--- config.mk ---
export PLATFORM = sky130hd
export DESIGN_NAME = polyph_tx_ctrl
export DESIGN_NICKNAME = d
export VERILOG_FILES = /design/src/rtl/tx_pkg.sv /design/src/rtl/tx_rate_div.sv /design/src/rtl/polyph_tx_ctrl.sv
export SDC_FILE = /design/constraint.sdc
export NUM_CORES = 1
export LEC_CHECK = 0
export BUFFER_PORTS_ARGS = -buffer_cell sky130_fd_sc_hd__buf_2
export CAP_MARGIN = 30
export CORE_MARGIN = 8
export CORE_UTILIZATION = 51
export CTS_CLUSTER_SIZE = 24
export DETAILED_ROUTE_END_ITERATION = 10
export HOLD_SLACK_MARGIN = 0.03
export PLACE_DENSITY = 0.77
export SYNTH_ARGS = -nofsm -noshare
export SYNTH_HDL_FRONTEND = slang
export SYNTH_SLANG_ARGS = --single-unit
--- constraint.sdc ---
create_clock -name clk -period 2.05 [get_ports clk]
set_input_delay 0.1025 -clock clk [delete_from_list [all_inputs] [get_ports clk]]
set_output_delay 0.1025 -clock clk [all_outputs]
set_load 0.02 [all_outputs]
--- src/rtl/tx_pkg.sv ---
// Shared definitions for the TX polyphase sequencer: FSM encoding and default geometry.
package tx_pkg;

    typedef enum logic [1:0] {
        ST_IDLE = 2'd0,
        ST_FILL = 2'd1,
        ST_RUN  = 2'd2,
        ST_STOP = 2'd3
    } tx_state_e;

    localparam int TX_OS_DEF    = 4;
    localparam int TX_NBAUD_DEF = 6;
    localparam int TX_PH_W_DEF  = $clog2(TX_OS_DEF);

endpackage

--- src/rtl/tx_rate_div.sv ---
// Sample-rate divider: counts 0..latched divisor while running and pulses o_tick on the last count.
module tx_rate_div #(
    parameter int DIV_W = 8
) (
    input  logic             clk,
    input  logic             i_reset,
    input  logic             i_load,
    input  logic             i_run,
    input  logic [DIV_W-1:0] i_rate_div,
    output logic             o_tick
);

    logic [DIV_W-1:0] r_cnt;
    logic [DIV_W-1:0] r_lat;

    // The divisor is only captured at start so mid-run changes cannot glitch the sample grid.
    always_ff @(posedge clk or negedge i_reset) begin
        if (!i_reset) begin
            r_cnt <= '0;
            r_lat <= '0;
        end else if (i_load) begin
            r_cnt <= '0;
            r_lat <= i_rate_div;
        end else if (!i_run) begin
            r_cnt <= '0;
        end else if (r_cnt == r_lat) begin
            r_cnt <= '0;
        end else begin
            r_cnt <= r_cnt + 1'b1;
        end
    end

    assign o_tick = i_run && (r_cnt == r_lat);

endmodule

--- src/rtl/polyph_tx_ctrl.sv ---
// Sequencer for the TX polyphase shaping filters: symbol strobe, coefficient phase, fill/stop control.
// Optional transmitted-symbol counter enabled by defining TX_SYM_CNT_EN.
module polyph_tx_ctrl
    import tx_pkg::*;
#(
    parameter int OS        = TX_OS_DEF,
    parameter int NBAUD     = TX_NBAUD_DEF,
    parameter int DIV_W     = 8,
    parameter int NB_SYMCNT = 32
) (
    input  logic                  clk,
    input  logic                  i_reset,
    input  logic                  i_enable,
    input  logic [DIV_W-1:0]      i_rate_div,
    output logic                  o_ctrl,
    output logic                  o_sym_req,
    output logic [$clog2(OS)-1:0] o_phase,
    output logic                  o_sample_tick,
    output logic                  o_valid,
    output logic                  o_busy,
    output logic [NB_SYMCNT-1:0]  o_sym_cnt
);

    localparam int PH_W  = $clog2(OS);
    localparam int FIL_W = $clog2(NBAUD + 1);
    localparam logic [PH_W-1:0]  PH_LAST  = PH_W'(OS - 1);
    localparam logic [FIL_W-1:0] FIL_LAST = FIL_W'(NBAUD - 1);

    tx_state_e        r_state;
    logic [PH_W-1:0]  r_phase;
    logic [FIL_W-1:0] r_fill;
    logic             r_valid;
    logic             w_tick;
    logic             w_strobe;
    logic             w_load;
    logic             w_run;

    assign w_load = (r_state == ST_IDLE) && i_enable;
    assign w_run  = (r_state != ST_IDLE);

    tx_rate_div #(
        .DIV_W (DIV_W)
    ) u_rate_div (
        .clk        (clk),
        .i_reset    (i_reset),
        .i_load     (w_load),
        .i_run      (w_run),
        .i_rate_div (i_rate_div),
        .o_tick     (w_tick)
    );

    // Shift lands on the edge where the phase wraps, so phase 0 always sees the newest symbol.
    assign w_strobe = w_tick && (r_phase == PH_LAST) &&
                      ((r_state == ST_FILL) || (r_state == ST_RUN));

    always_ff @(posedge clk or negedge i_reset) begin
        if (!i_reset) begin
            r_state <= ST_IDLE;
            r_phase <= PH_LAST;
            r_fill  <= '0;
            r_valid <= 1'b0;
        end else begin
            case (r_state)
                ST_IDLE: begin
                    r_phase <= PH_LAST;
                    r_fill  <= '0;
                    r_valid <= 1'b0;
                    if (i_enable) r_state <= ST_FILL;
                end
                ST_FILL: begin
                    if (!i_enable) begin
                        r_state <= ST_IDLE;
                        r_phase <= PH_LAST;
                        r_fill  <= '0;
                    end else begin
                        if (w_tick) r_phase <= r_phase + 1'b1;
                        if (w_strobe) begin
                            if (r_fill == FIL_LAST) begin
                                r_state <= ST_RUN;
                                r_fill  <= '0;
                                r_valid <= 1'b1;
                            end else begin
                                r_fill <= r_fill + 1'b1;
                            end
                        end
                    end
                end
                ST_RUN: begin
                    if (w_tick) r_phase <= r_phase + 1'b1;
                    if (!i_enable) r_state <= ST_STOP;
                end
                ST_STOP: begin
                    // Line is still full, so re-enabling resumes without a refill.
                    if (w_tick) r_phase <= r_phase + 1'b1;
                    if (i_enable) begin
                        r_state <= ST_RUN;
                    end else if (w_tick && (r_phase == PH_LAST)) begin
                        r_state <= ST_IDLE;
                        r_phase <= PH_LAST;
                        r_valid <= 1'b0;
                    end
                end
                default: r_state <= ST_IDLE;
            endcase
        end
    end

    assign o_ctrl        = w_strobe;
    assign o_sym_req     = w_strobe;
    assign o_phase       = r_phase;
    assign o_sample_tick = w_tick;
    assign o_valid       = r_valid;
    assign o_busy        = w_run;

`ifdef TX_SYM_CNT_EN
    logic [NB_SYMCNT-1:0] r_sym_cnt;

    always_ff @(posedge clk or negedge i_reset) begin
        if (!i_reset) begin
            r_sym_cnt <= '0;
        end else if (w_strobe) begin
            r_sym_cnt <= r_sym_cnt + 1'b1;
        end
    end

    assign o_sym_cnt = r_sym_cnt;
`else
    assign o_sym_cnt = '0;
`endif

endmodule

==> summary.md <==
| Metric | Value |
|---|---|
| Status | `complete, but fails checks` |
| Failing checks | `negative setup slack` |
| Clock Power Share | `15.0%` |
| Max Cap Viol | `0` |
| Vias in the first global route | `1194` |
| Vias per cell | `5.37` |
| Leading area contributor after synthesis | `dfrtp_1` |
| Most common cell on crit path | `buf_4` |
| Leakage power | `0.912 nW` |
| CP cell instances | `xnor2_1 > nand4_1 > or3_1 > buf_4 > nor2_1 > buf_4` |
| Final WL | `4040 µm` |
| Die W | `72.4 µm` |
| Die height | `72.4 µm` |
| Pwr per Cell Area | `1210 mW/mm²` |
| Final Util | `64.1%` |
| Post-DP HPWL | `2600 µm` |
| Nets | `231` |
| PnR worst setup slack | `-59.9 ps` |
| CTS Buf Count | `3` |
| Post-synth EDFFs | `0` |
| Ports | `50` |
| Metal3 WL | `338 µm` |
| Switching Fraction | `42.4%` |
| Max incr delay on CP | `440 ps` |
| Cell variety after synth | `39` |
| TNS Setup | `-79.2 ps` |
| Pre-antenna DRT Iters | `4` |
| Fin. Hold Viols | `0` |
| Top cells by area, synth | `dfrtp_1 (34%), buf_4 (15%), mux2_2 (5.6%), xnor2_1 (5.4%), ha_1 (4.6%)` |
| Seq pwr share | `33.3%` |
| Layout cells sized above 1 | `28.2%` |
| Tot Pwr | `2.37 mW` |
| Combinational Power Share | `51.7%` |
| Largest net degree at the start of global routing | `25` |
| DR DRC count | `0` |
| CTS Buffer Depth | `2` |
| Tcrit/Tclk final | `103%` |
| DR WL/cell | `15.7 µm` |
| Worst-path clk slew | `140 ps` |
| Worst path required time | `1950 ps` |
| Post-DRT Antenna Nets | `0` |
| Fin cells | `257` |
| Seq/Total Area, Yosys | `37.2%` |
| Worst hold-check path type | `primary input to flip-flop` |
| Iteration-0 DRC Markers | `69` |
| Critical Path AT | `2010 ps` |
| Critical-path maximum fanout | `5` |
| Root buffer cell | `clkbuf_4` |
| Post-placement cell area | `0.00165 mm²` |
| Count of final setup violators | `3` |
| Gr ovfl total | `0` |
| Routed length on met2 | `1940 µm` |
| Syn Area/Cell | `9.38 µm²` |
| First-pass GRT wire length | `5710 µm` |
| Crit path capture type | `output port` |
| Synth Register Bits | `24` |
| Type of the worst setup path | `flip-flop to output port` |
| CP Buf/Inv Count | `2` |
| Yosys top cell area share | `33.9%` |
| Delay-heaviest family, CP | `simple AND/OR/NAND/NOR gates` |
| Peak Freq | `0.474 GHz` |
| VDD IR max | `0.000827 V` |
| Core ar. | `0.00305 mm²` |
| Rel. slew slack | `64.3%` |
| Hold slack | `89.8 ps` |
| Initial antenna violation count | `0` |
| Post-placement worst setup slack | `167 ps` |
| Die ar. | `0.00524 mm²` |
| Yosys warns | `0` |
| Worst path slowest cell | `dfrtp_1` |
| Async SR Flop Fraction | `100%` |
| Vias | `1381` |
| Post-synth top flop | `dfrtp_1` |
| Initial Utilization | `53.2%` |
| Input/output buffers | `17` |
| Min Clock Period, post-route | `2110 ps` |
| WL met1 | `1680 µm` |
| Filler Cell Count | `237` |
| Clk_lat worst skew | `320 ps` |
| Internal power | `1.37 mW` |
| Design Area, Final | `0.00196 mm²` |
| Synth Cell Area | `0.00162 mm²` |
| Layout Skew | `1.09 ps` |
| H-tree depth | `1` |
| P&R area growth vs syn | `20.5%` |
| Post-Synthesis Cells | `173` |
| Final max-slew violation count | `0` |
| Final Wtd Congestion | `0.888` |
| FP Rows | `20` |
| Tot GR Track Use | `13.5%` |
| Sw power | `1.01 mW` |
| DR top layer | `met4` |
| Setup crit start kind | `flip-flop` |
| Worst Tran Pin Value | `536 ps` |
| Clk sinks | `24` |
| Antenna cells | `0` |
| TritonCTS clock tree | `built` |
| Placed cells | `232` |
-- cells in the mapped netlist (all sizes together), types with 3 or more instances --
master and n:
buf 33, or3 3, nand2 14, nor4 4
ha 6, a31oi 3, nor2 12, xor2 6
mux2 8, xnor2 10, and3 3, dfrtp 22
nand3 8, clkbuf 4, inv 5, o21ai 3
-- state kept, by name, indices dropped and copies added (netlist names), named ones only --
signal	count
o_phase	2
u_rate_div.r_lat	8
u_rate_div.r_cnt	8
r_state	1
r_fill	3
o_valid	1
-- path summary, 6_finish.rpt --
check / slack (ps) / cells after the start / end / startpoint
max in group asynchronous: 1380 / 2 / u_rate_div.r_cnt[5] / i_reset
max: -60 / 6 / o_sample_tick / u_rate_div.r_lat[3]
min in group asynchronous: 280 / 2 / o_valid / i_reset
min reg2reg: 550 / 1 / o_valid / o_valid
min: 90 / 2 / flip-flop / i_enable
max reg2reg: 90 / 8 / o_valid / u_rate_div.r_lat[3]
-- logic make-up (layout without fill, tap and decap cells) --
logic type	Yosys count	count (layout)	synth area share, %
and+or+nand+nor	55	55	16.9
DFF	24	24	37.2
muxes	8	8	5.55
AOI/OAI and AO/OA	21	21	9.48
other	1	32	0.231
buffers and inverters	42	51	17.4
adders and majority gates	6	6	4.63
xor gates and xnor gates	16	16	8.64
-- area by class of cell --
cell class / count / area [µm²] / share of cell area (%)
Multi-Input combinational cell: 138 / 918 / 47.0
Sequential cell: 24 / 608 / 31.1
Timing Repair Buffer: 42 / 303 / 15.5
Tap cell: 44 / 55.1 / 2.82
Clock inverter: 1 / 30.0 / 1.54
Clock buffer: 3 / 22.5 / 1.15
Inverter: 5 / 18.8 / 0.960
-- cell usage in the layout, fill, tap and decap left out, drive strengths merged --
master       Yosys  layout
buf             33      33
conb             1      32
dfrtp           22      22
nand2           14      14
nor2            12      12
xnor2           10      10
dlygate4sd3      0       9
nand3            8       8
mux2             8       8
xor2             6       6
ha               6       6
inv              5       5
nor4             4       4
or3              3       3
a31oi            3       3
and3             3       3
o21ai            3       3
clkbuf           4       3
nand4            2       2
o211ai           2       2
a21oi            2       2
nor3             2       2
o311ai           2       2
a32oi            2       2
dfstp            2       2
or4              1       1
nor3b            1       1
o221ai           1       1
or2              1       1
nand4b           1       1
a211oi           1       1
a22oi            1       1
and2             1       1
a221o            1       1
nor4b            1       1
o31ai            1       1
a2bb2oi          1       1
nand2b           1       1
a32o             1       1
bufinv           0       1
-- per-layer routing --
layer	track usage [%]	vias to the layer above
li1	-	622
met1	17.9	677
met5	0	-
met4	4.67	0
met3	2.20	9
met2	21.7	73
-- power groups by stage --
stage | clock network [mW] | registers (mW) | logic (mW)
4_1_cts | 0.354 | 0.762 | 1.04
5_1_grt | 0.374 | 0.801 | 1.33
2_1_floorplan | 0 | 0.753 | 0.770
6_report | 0.355 | 0.790 | 1.23
3_3_place_gp | 0 | 0.758 | 0.951
3_5_place_dp | 0 | 0.765 | 0.965
-- timing repair --
item                       in CTS  in global routing
hold endpoints to repair       29                  1
hold buffers                    8                  1
pin swaps                       2                  2
setup buffers                   2                 10
resized for setup               6                 10
setup endpoints to repair       3                  3
Power figures use the tool's default switching activity.
